[config.mk]
export PLATFORM = sky130hd
export DESIGN_NAME = uart_rx_ctrl_flat
export DESIGN_NICKNAME = d
export VERILOG_FILES = /design/src/rtl/uart_pkg.sv /design/src/rtl/uart_rx_ctrl_if.sv /design/src/rtl/uart_byte_fifo.sv /design/src/rtl/uart_rx_ctrl.sv /design/src/flat_wrapper.sv
export SDC_FILE = /design/constraint.sdc
export NUM_CORES = 1
export LEC_CHECK = 0
export CAP_MARGIN = 10
export CORE_MARGIN = 8
export CORE_UTILIZATION = 60
export CTS_BUF_LIST = sky130_fd_sc_hd__clkbuf_2 sky130_fd_sc_hd__clkbuf_4 sky130_fd_sc_hd__clkbuf_8
export CTS_CLUSTER_DIAMETER = 50
export DETAILED_ROUTE_END_ITERATION = 10
export PLACE_DENSITY_LB_ADDON = 0.25
export SETUP_SLACK_MARGIN = 0.15
export SKIP_LAST_GASP = 1
export SLEW_MARGIN = 20
export SYNTH_ARGS = -nofsm -noshare
export SYNTH_HDL_FRONTEND = slang
export SYNTH_SLANG_ARGS = --single-unit
[constraint.sdc]
create_clock -name clk -period 10.5 [get_ports clk]
set_input_delay 2.625 -clock clk [delete_from_list [all_inputs] [get_ports clk]]
set_output_delay 2.625 -clock clk [all_outputs]
set_load 0.1 [all_outputs]
[src/rtl/uart_pkg.sv]
// uart_pkg: shared types and constants for the UART receive controller.
//   state_t          controller FSM state (OFF / ARM / RUN / ERR)
//   ASCII_LF/CR      line-control characters
//   DEFAULT_DEPTH    default byte FIFO depth
//   DEFAULT_TIMEOUT  default idle cycles before a partial-line flush
package uart_pkg;

  typedef enum logic [1:0] {
    OFF = 2'd0,
    ARM = 2'd1,
    RUN = 2'd2,
    ERR = 2'd3
  } state_t;

  localparam logic [7:0] ASCII_LF = 8'h0A;
  localparam logic [7:0] ASCII_CR = 8'h0D;

  localparam int DEFAULT_DEPTH   = 16;
  localparam int DEFAULT_TIMEOUT = 100000;
  localparam int TMO_W           = 24;

endpackage

[src/rtl/uart_rx_ctrl_if.sv]
// uart_rx_ctrl_if: receiver handshake and FIFO read bus of uart_rx_ctrl.
//   rx_en     enable to the 8N1 receiver
//   rx_ready  receiver byte-valid level
//   rx_data   receiver byte
//   rd_en     pop the FIFO head
//   rd_data   FIFO head byte (show-ahead)
//   empty     FIFO empty
//   count     FIFO occupancy
// slave modport is the controller side, master is the receiver/host side.
interface uart_rx_ctrl_if
  import uart_pkg::*;
#(
  parameter int DEPTH = DEFAULT_DEPTH
);
  logic                     rx_en;
  logic                     rx_ready;
  logic [7:0]               rx_data;
  logic                     rd_en;
  logic [7:0]               rd_data;
  logic                     empty;
  logic [$clog2(DEPTH):0]   count;

  modport slave (
    output rx_en,
    input  rx_ready,
    input  rx_data,
    input  rd_en,
    output rd_data,
    output empty,
    output count
  );

  modport master (
    input  rx_en,
    output rx_ready,
    output rx_data,
    output rd_en,
    input  rd_data,
    input  empty,
    input  count
  );
endinterface

[src/rtl/uart_byte_fifo.sv]
// uart_byte_fifo: synchronous show-ahead byte FIFO.
//   clk, rst_n  clock, async active-low reset
//   wr_en       push wr_data (ignored when full unless rd_en pops the same cycle)
//   wr_data     byte to push
//   rd_en       pop the head (ignored when empty)
//   rd_data     head byte, valid whenever empty=0
//   empty/full  occupancy flags
//   count       occupancy, 0..DEPTH
module uart_byte_fifo #(
  parameter int DEPTH = 16
) (
  input  logic                   clk,
  input  logic                   rst_n,
  input  logic                   wr_en,
  input  logic [7:0]             wr_data,
  input  logic                   rd_en,
  output logic [7:0]             rd_data,
  output logic                   empty,
  output logic                   full,
  output logic [$clog2(DEPTH):0] count
);
  localparam int AW = $clog2(DEPTH);
  localparam logic [AW:0] FULL_CNT = (AW+1)'(DEPTH);

  logic [7:0]    r_mem [DEPTH];
  logic [AW-1:0] r_wr_ptr;
  logic [AW-1:0] r_rd_ptr;
  logic [AW:0]   r_count;
  logic          w_push;
  logic          w_pop;

  // A pop frees the slot the same edge, so a push into a full FIFO is legal then.
  assign w_push = wr_en && (!full || rd_en);
  assign w_pop  = rd_en && !empty;

  always_ff @(posedge clk or negedge rst_n) begin
    if (!rst_n) begin
      r_wr_ptr <= '0;
      r_rd_ptr <= '0;
      r_count  <= '0;
      for (int i = 0; i < DEPTH; i++) r_mem[i] <= '0;
    end else begin
      if (w_push) begin
        r_mem[r_wr_ptr] <= wr_data;
        r_wr_ptr        <= r_wr_ptr + 1'b1;
      end
      if (w_pop) r_rd_ptr <= r_rd_ptr + 1'b1;
      case ({w_push, w_pop})
        2'b10:   r_count <= r_count + 1'b1;
        2'b01:   r_count <= r_count - 1'b1;
        default: r_count <= r_count;
      endcase
    end
  end

  // Memory is reset so the head reads 0x00 out of reset; with an empty FIFO the
  // read pointer is frozen, so rd_data holds.
  assign rd_data = r_mem[r_rd_ptr];
  assign empty   = (r_count == '0);
  assign full    = (r_count == FULL_CNT);
  assign count   = r_count;

endmodule

[src/rtl/uart_rx_ctrl.sv]
// uart_rx_ctrl: sequences an 8N1 receiver, buffers bytes in a FIFO, flags
// end-of-line / idle-timeout flushes and sticky overflow.
//   clk, rst_n  clock, async active-low reset
//   en          enable reception
//   clr_ovf     clear overflow (and leave ERR)
//   line_done   one-cycle pulse: LF written or idle timeout
//   overflow    sticky, a byte was dropped
//   bus         uart_rx_ctrl_if.slave: rx_en/rx_ready/rx_data, rd_en/rd_data/empty/count
// Optional macro UART_RX_CTRL_ECHO_EN adds tx_start/tx_data/tx_busy echo ports.
//
// state | meaning
// OFF   | receiver disabled, edge detector cleared
// ARM   | receiver enabled, edge detector primed with current rx_ready
// RUN   | bytes accepted on rx_ready rising edges
// ERR   | overflow seen, bytes discarded until clr_ovf
module uart_rx_ctrl
  import uart_pkg::*;
#(
  parameter int DEPTH   = DEFAULT_DEPTH,
  parameter int TIMEOUT = DEFAULT_TIMEOUT
) (
  input  logic       clk,
  input  logic       rst_n,
  input  logic       en,
  input  logic       clr_ovf,
  output logic       line_done,
  output logic       overflow,
`ifdef UART_RX_CTRL_ECHO_EN
  output logic       tx_start,
  output logic [7:0] tx_data,
  input  logic       tx_busy,
`endif
  uart_rx_ctrl_if.slave bus
);
  localparam logic [TMO_W-1:0] TMO_LAST = TMO_W'(TIMEOUT - 1);

  state_t           r_state;
  state_t           w_state_nxt;
  logic             w_rx_en;
  logic             r_prev_ready;
  logic             r_wr_pend;
  logic [7:0]       r_wr_data;
  logic             r_ovf;
  logic [TMO_W-1:0] r_tmo;
  logic             r_tmo_arm;
  logic             w_full;
  logic             w_accept;
  logic             w_drop;
  logic             w_line_done;

  assign w_accept    = (r_state == RUN) && bus.rx_ready && !r_prev_ready;
  // Fullness is judged when the byte is accepted; the write lands a cycle later.
  assign w_drop      = w_accept && w_full && !bus.rd_en;
  // The timer only flushes once per idle period: it is armed by a byte and
  // disarmed by any line_done.
  assign w_line_done = (r_wr_pend && (r_wr_data == ASCII_LF)) ||
                       (r_tmo_arm && (bus.count != '0) && (r_tmo == TMO_LAST));

  always_ff @(posedge clk or negedge rst_n) begin
    if (!rst_n) r_state <= OFF;
    else        r_state <= w_state_nxt;
  end

  always_comb begin
    w_state_nxt = r_state;
    w_rx_en     = 1'b0;
    case (r_state)
      OFF: if (en) w_state_nxt = ARM;
      ARM: begin
        w_rx_en     = 1'b1;
        w_state_nxt = RUN;
      end
      RUN: begin
        w_rx_en = 1'b1;
        if (w_drop) w_state_nxt = ERR;
      end
      ERR: begin
        w_rx_en = 1'b1;
        if (clr_ovf) w_state_nxt = RUN;
      end
      default: w_state_nxt = OFF;
    endcase
    if (!en) w_state_nxt = OFF;
  end

  always_ff @(posedge clk or negedge rst_n) begin
    if (!rst_n) begin
      r_prev_ready <= 1'b0;
      r_wr_pend    <= 1'b0;
      r_wr_data    <= '0;
      r_ovf        <= 1'b0;
    end else begin
      // ARM loads the current level so a stale rx_ready is not a new frame.
      if (!en || (r_state == OFF)) r_prev_ready <= 1'b0;
      else                         r_prev_ready <= bus.rx_ready;
      r_wr_pend <= w_accept && !w_drop;
      if (w_accept) r_wr_data <= bus.rx_data;
      if (w_drop)       r_ovf <= 1'b1;
      else if (clr_ovf) r_ovf <= 1'b0;
    end
  end

  always_ff @(posedge clk or negedge rst_n) begin
    if (!rst_n) begin
      r_tmo     <= '0;
      r_tmo_arm <= 1'b0;
    end else if (w_accept) begin
      r_tmo     <= '0;
      r_tmo_arm <= 1'b1;
    end else if (w_line_done) begin
      r_tmo     <= '0;
      r_tmo_arm <= 1'b0;
    end else if (r_tmo_arm && (bus.count != '0)) begin
      r_tmo <= r_tmo + 1'b1;
    end
  end

`ifdef UART_RX_CTRL_ECHO_EN
  logic       r_tx_start;
  logic [7:0] r_tx_data;

  // A busy transmitter simply skips the echo; nothing is queued.
  always_ff @(posedge clk or negedge rst_n) begin
    if (!rst_n) begin
      r_tx_start <= 1'b0;
      r_tx_data  <= '0;
    end else begin
      r_tx_start <= w_accept && !tx_busy;
      if (w_accept && !tx_busy) r_tx_data <= bus.rx_data;
    end
  end

  assign tx_start = r_tx_start;
  assign tx_data  = r_tx_data;
`endif

  uart_byte_fifo #(.DEPTH(DEPTH)) u_fifo (
    .clk     (clk),
    .rst_n   (rst_n),
    .wr_en   (r_wr_pend),
    .wr_data (r_wr_data),
    .rd_en   (bus.rd_en),
    .rd_data (bus.rd_data),
    .empty   (bus.empty),
    .full    (w_full),
    .count   (bus.count)
  );

  assign bus.rx_en = w_rx_en;
  assign line_done = w_line_done;
  assign overflow  = r_ovf;

endmodule

[src/flat_wrapper.sv]
// flat-port wrapper written by rule: the top's interface ports become plain ports
module uart_rx_ctrl_flat import uart_pkg::*;
#(
  parameter int DEPTH   = DEFAULT_DEPTH,
  parameter int TIMEOUT = DEFAULT_TIMEOUT
)
  (clk, rst_n, en, clr_ovf, line_done, overflow, bus_rx_en, bus_rx_ready, bus_rx_data, bus_rd_en, bus_rd_data, bus_empty, bus_count);
  uart_rx_ctrl_if #(.DEPTH(DEPTH)) bus_i ();
  input  logic clk;
  input  logic rst_n;
  input  logic en;
  input  logic clr_ovf;
  output logic line_done;
  output logic overflow;
  output wire logic [$bits(bus_i.rx_en)-1:0] bus_rx_en;
  input wire logic [$bits(bus_i.rx_ready)-1:0] bus_rx_ready;
  input wire logic [$bits(bus_i.rx_data)-1:0] bus_rx_data;
  input wire logic [$bits(bus_i.rd_en)-1:0] bus_rd_en;
  output wire logic [$bits(bus_i.rd_data)-1:0] bus_rd_data;
  output wire logic [$bits(bus_i.empty)-1:0] bus_empty;
  output wire logic [$bits(bus_i.count)-1:0] bus_count;
  assign bus_rx_en = bus_i.rx_en;
  assign bus_i.rx_ready = bus_rx_ready;
  assign bus_i.rx_data = bus_rx_data;
  assign bus_i.rd_en = bus_rd_en;
  assign bus_rd_data = bus_i.rd_data;
  assign bus_empty = bus_i.empty;
  assign bus_count = bus_i.count;
  uart_rx_ctrl #(.DEPTH(DEPTH), .TIMEOUT(TIMEOUT)) u_core (.clk(clk), .rst_n(rst_n), .en(en), .clr_ovf(clr_ovf), .line_done(line_done), .overflow(overflow), .bus(bus_i));
endmodule
==> flow_summary.ini, run 1 <==
[timing]
clock.fmax_mhz = 164
drv_slew = 0
rsz0062_at_grt = no
post-route-period-util_pct = 58.2
slew_headroom_pct = 34.3
period_minus_slack_ps = 6120
fin_skew_ps = 17.7
worstMarginPinSlew_ps = 982
fin_hold_ws_ps = 504
timing.final.hold_violations = 0
setup_viol = 0
setup_tns_ps = 0

[critical_path]
cp_cell_sequence = mux4_2, mux4_2, clkdlybuf4s50_1
critPathKind = reg2out
path_delay_family = multiplexers
critPathSlowestCell = clkdlybuf4s50_1
crit_path_max_incr_delay_ps = 1000
worst-path-max-fanout = 35
crit_arrival_ps = 3490
worstPathRequired_ps = 7880
startpoint_type = flop
path_buf_inv = 1
worstSetupEndpointType = output port
cpMostUsedCell = mux4_2

[power]
power.density_mw_per_mm2 = 258
p_leak_nw = 4.25
switching_share_pct = 38.8
p_comb_share_pct = 33.6
p_sw_mw = 0.936
power.share.clock_pct = 20.1
p_seq_share_pct = 46.4
intPower_mw = 1.48
peakVddDrop_mv = 0.118

[final_layout]
final_common_cell = dfrtp_1
antennaDiodeCount = 0
synthToLayoutAreaGrowth_pct = 9.32
final_cell_mix = dfrtp_1, mux2_2, mux4_2
fin_nets = 629
finalCoreUtilization_pct = 67.3
drive_gt1_share_pct = 37.8

[drt]
via_per_inst = 6.24
drtPass1Iterations = 4
drt-initial-drc-count = 400
drt_wl_total_mm = 17.6
route.detailed.drc = 0
vias = 4986
ant_nets = 0
post_drt_wl_per_cell_um = 22.1

[clock_tree]
clkLatencyLatePin_ps = 480
cts.sinks = 179
cts_setup_buffers = 0
clockRootBuffer = clkbuf_8
cts-htree-levels = 4
cts_tree = built
numCtsBuffers = 17
ctsHoldBuffers = 0
clock_path_buffers = 2
cts.clk_slew.worst_paths_ps = 100
cts_resized = 0

[outcome]
status = finished, final reports clean

[place]
routabilityCongestion = 0.852
io_buffers = 30
dp_hpwl_mm = 11.2

[grt]
overflow = 0
grt_pass1_wl_mm = 29.0
grt_pass1_vias = 5210
track_usage_pct = 20.8
grt_antenna_before_repair = 0
grt_max_degree = 108

[floorplan]
start_util_pct = 61.5
pin_count = 31
core_mm2 = 0.0139
die_w_um = 135
die_h_um = 135
rows = 43
die_area_mm2 = 0.0183

[synthesis]
avgSynthCellArea_um2 = 14.4
syn_nets = 615
synth-seq-cells = 179
ys_seq_area_share_pct = 52.4
synth_edf_count = 0
yosys_most_used_dff = dfrtp_1
async_reset_ff_share_pct = 100
synth_warnings = 0
syn_inst = 592
ys_types = 42
netlist_area_mm2 = 0.00854

[flow_run]
drv_cap = 0

[hold_path]
hp-class = reg2reg
[kinds of logic (layout without fill, tap and decap cells)]
family,after synthesis,in the layout,synth area share [%]
compound gates,19,19,1.41
buf+inv,49,76,2.64
mux,178,178,28.7
xor+xnor,35,35,3.59
fa+ha+maj,9,9,1.32
simple gates,123,123,9.86
flops,179,179,52.4
[cell usage after synthesis (all sizes together), types with 2 or more instances]
| cell type | instances | area [um2] |
|---|---|---|
| dfrtp | 179 | 4480 |
| xor2 | 11 | 96.3 |
| mux2 | 138 | 1550 |
| inv | 11 | 41.3 |
| nand2b | 3 | 18.8 |
| nor2 | 29 | 109 |
| nand2 | 16 | 60.1 |
| o21ai | 4 | 20.0 |
| nor4 | 14 | 87.6 |
| buf | 14 | 93.8 |
| a21o | 4 | 30.0 |
| ha | 9 | 113 |
| and2 | 5 | 33.8 |
| and3 | 3 | 18.8 |
| nor4b | 3 | 26.3 |
| nand4 | 13 | 124 |
| nand3 | 21 | 255 |
| mux4 | 40 | 901 |
| xnor2 | 24 | 210 |
| and4 | 2 | 17.5 |
| a21oi | 5 | 25.0 |
| nor3 | 5 | 25.0 |
| clkbuf | 24 | 90.1 |
| nor2b | 3 | 18.8 |
| a22oi | 2 | 15.0 |
[worst register-to-register path, stage by stage (launching register included)]
cell     delay (ps)
dfrtp_1         490
or4_1           590
or3_1           410
and2_4          340
inv_1           150
ha_1            350
xor2_1          200
ha_1            230
a21o_1          140
nand2_1          60
a21o_1          170
a31oi_1         230
xnor2_1         140
[final cells by class]
cell class,count,area [um2]
Fill cell,967,4540
Sequential cell,179,4480
Timing Repair Buffer,33,324
Tap cell,180,225
Clock buffer,21,283
Clock inverter,11,129
Multi-Input combinational cell,364,3850
Inverter,11,41.3
[routing by layer]
layer / GRT usage (%) / share of wire [%]
met5: 0 / 0
met4: 8.02 / 1.8
met1: 27.5 / 45
met2: 33.5 / 50
met3: 4.15 / 3.3
[sequential cells by signal, summed over array words and instances, names as in the netlist]
register,count
u_core.u_fifo.r_mem,128
u_core.r_tmo,24
u_core.r_wr_data,8
u_core.u_fifo.count,5
u_core.u_fifo.r_rd_ptr,4
u_core.u_fifo.r_wr_ptr,4
u_core.r_state,2
u_core.overflow,1
u_core.r_prev_ready,1
u_core.r_tmo_arm,1
u_core.r_wr_pend,1
[through the flow]
| stage | total power [mW] | setup slack, ps | instances | instance area, um2 |
|---|---|---|---|---|
| floorplan | 1.74 | 5380 | 592 | 8540 |
| global placement | 1.91 | 4630 | 767 | 8920 |
| detailed placement | 1.95 | 4580 | 767 | 8920 |
| CTS | 2.43 | 4030 | 799 | 9330 |
| global route | 2.54 | 4240 | 799 | 9340 |
| finish | 2.41 | 4380 | 799 | 9340 |
[power by group through the flow]
stage	registers, mW	logic, mW	clock network, mW
2_1_floorplan	1.03	0.710	0
3_3_place_gp	1.12	0.787	0
3_5_place_dp	1.13	0.814	0
4_1_cts	1.12	0.817	0.492
5_1_grt	1.16	0.859	0.520
6_report	1.12	0.810	0.484
[worst paths after layout]
check / from / to / slack (ps) / cells after the start
worst max register to register: u_core.u_fifo.count[1] / u_core.u_fifo.count[4] / 6930 / 12
worst min register to register: u_core.u_fifo.r_mem[15] / u_core.u_fifo.r_mem[15] / 500 / 1
worst min-delay path: u_core.u_fifo.r_mem[15] / u_core.u_fifo.r_mem[15] / 500 / 1
max in group asynchronous: rst_n / u_core.r_wr_data[2] / 6720 / 2
min in group asynchronous: rst_n / u_core.u_fifo.r_mem[21] / 2290 / 1
worst max-delay path: u_core.u_fifo.r_rd_ptr[0] / bus_rd_data[4] / 4380 / 3
Power figures use the tool's default switching activity.
==> run 2, diff against run 1 <==
--- a/config.mk
+++ b/config.mk
@@ -7,7 +7,7 @@
 export LEC_CHECK = 0
 export CAP_MARGIN = 10
 export CORE_MARGIN = 8
-export CORE_UTILIZATION = 60
+export CORE_UTILIZATION = 57
 export CTS_BUF_LIST = sky130_fd_sc_hd__clkbuf_2 sky130_fd_sc_hd__clkbuf_4 sky130_fd_sc_hd__clkbuf_8
 export CTS_CLUSTER_DIAMETER = 50
 export DETAILED_ROUTE_END_ITERATION = 10
==> constraint.sdc (replaced) <==
create_clock -name clk -period 5.1 [get_ports clk]
set_input_delay 1.275 -clock clk [delete_from_list [all_inputs] [get_ports clk]]
set_output_delay 1.275 -clock clk [all_outputs]
set_load 0.1 [all_outputs]
==> run 2 against run 1 <==
  * Combinational power is 110% higher
  * Sequential share of layout area hardly changed
  * Final area is 0.12% lower
  * Critical path type unchanged
  * Critical endpoint is now bus_rd_data[1]
  * Largest cell class unchanged
  * Highest routed layer unchanged
==> flow_summary.ini, run 2 (synthesis results as in run 1) <==
[timing]
fin_skew_ps = 15.3
drv_slew = 0
post-route-period-util_pct = 79.4
clock.fmax_mhz = 247
worstMarginPinSlew_ps = 976
setup_viol = 0
slew_headroom_pct = 34.7
fin_ws_ps = 1050
period_minus_slack_ps = 4050
timing.final.hold_violations = 0
rsz0062_at_grt = no
setup_tns_ps = 0

[grt]
grt_max_degree = 120
grt_antenna_before_repair = 0
grt_pass1_wl_mm = 28.8
track_usage_pct = 19.1
grt_pass1_vias = 5247
overflow = 0

[critical_path]
reg2regPathDepth = 12
critPathKind = reg2out
worstSetupEndpointType = output port
startpoint_type = flop
crit_arrival_ps = 2770
worstPathRequired_ps = 3830
worst-path-max-fanout = 18

[hold_path]
hold_depth = 1
hp-class = reg2reg

[place]
routabilityCongestion = 0.848
dpl-instance-area_mm2 = 0.00893
io_buffers = 30
dp_hpwl_mm = 11.5
placed_cells = 772
dpl_worst_slack_ps = 994

[final_layout]
final_area_mm2 = 0.00933
synthToLayoutAreaGrowth_pct = 9.19
largest-register = u_core.u_fifo.r_mem
fin_nets = 630
antennaDiodeCount = 0
largest_reg_flops = 128
final_cell_mix = dfrtp_1, mux2_2, mux4_2
fin_cells = 804
drive_gt1_share_pct = 39.5
reg_top3 = u_core.u_fifo.r_mem: 128 flops, u_core.r_tmo: 24 flops, u_core.r_wr_data: 8 flops
regArea_mm2 = 0.00448
multi_input_area_mm2 = 0.00385
final_common_cell = dfrtp_1
fillCellCount = 1097

[power]
p_leak_nw = 4.29
power.density_mw_per_mm2 = 528
peakVddDrop_mv = 0.270

[floorplan]
die_w_um = 138
pin_count = 31
die_area_mm2 = 0.0192
start_util_pct = 58.5
die_h_um = 138
rows = 44
core_mm2 = 0.0146

[outcome]
status = finished, final reports clean

[clock_tree]
clockRootBuffer = clkbuf_8
cts.sinks = 179
cts_tree = built
cts_resized = 0
cts.clk_slew.worst_paths_ps = 80
cts-htree-levels = 4
ctsHoldBuffers = 0
clkLatencyLatePin_ps = 460
numCtsBuffers = 17
clock_path_buffers = 2
cts_setup_buffers = 0

[drt]
post_drt_wl_per_cell_um = 22.2
drtPass1Iterations = 4
drt-initial-drc-count = 284
route.detailed.drc = 0
ant_nets = 0
drt_wl_total_mm = 17.9
vias = 4912
via_per_inst = 6.11

[flow_run]
drv_cap = 0
run 2: changes by cell type in the layout (fill, tap and decap cells not counted):
cell / delta
clkdlybuf4s50_1: -10
buf_4: +9
clkinv_2: +4
clkbuf_8: +3
clkinv_4: -3
buf_12: +2
clkinvlp_4: -2
buf_6: -1
bufinv_16: -1
dfrtp_2: +1
dfrtp_4: -1
run 2: area by class of cell:
cell class | instances | area share (%)
clock buffers | 23 | 3.33
clock inverters | 9 | 0.832
inverters | 11 | 0.443
multi-input cells | 364 | 41.3
flip-flops and latches | 179 | 48.0
well taps | 184 | 2.47
repair buffers | 34 | 3.58
run 2: final timing paths:
kind | slack, ps | startpoint | to
min in group asynchronous | 970 | rst_n | u_core.u_fifo.r_mem[5]
hold reg to reg | 500 | u_core.u_fifo.r_mem[30] | u_core.u_fifo.r_mem[30]
hold / removal | 500 | u_core.u_fifo.r_mem[30] | u_core.u_fifo.r_mem[30]
setup / recovery | 1050 | u_core.u_fifo.r_rd_ptr[0] | bus_rd_data[1]
max in group asynchronous | 3290 | rst_n | u_core.u_fifo.r_mem[32]
setup reg to reg | 1630 | u_core.u_fifo.count[1] | u_core.u_fifo.count[4]
run 2: metrics by stage:
step	hold WS (ps)	power (mW)	utilization (%)
finish	505	4.92	63.9
global route	514	5.18	63.9
CTS	508	4.97	63.9
detailed placement	487	4.02	61.2
global placement	481	3.93	61.2
floorplan	474	3.58	-
run 2: routing by layer:
metal	track usage [%]	vias up	wire (um)
li1	-	2207	-
met4	5.89	0	248
met5	0	-	0
met3	4.45	18	719
met1	24.1	2609	7900
met2	32.1	78	9000
run 2: power by group:
part / total, mW / internal (mW) / leakage, nW / switching [mW]
Combinational: 1.73 / 0.773 / 1.68 / 0.956
Sequential: 2.25 / 1.79 / 2.41 / 0.463
Clock: 0.939 / 0.452 / 0.197 / 0.486
Total: 4.92 / 3.02 / 4.29 / 1.91
run 2: critical path, stage by stage, from the launching register on:
cell and delay, ps:
dfrtp_2 760, buf_12 270, mux4_2 530, mux4_2 490, buf_4 250
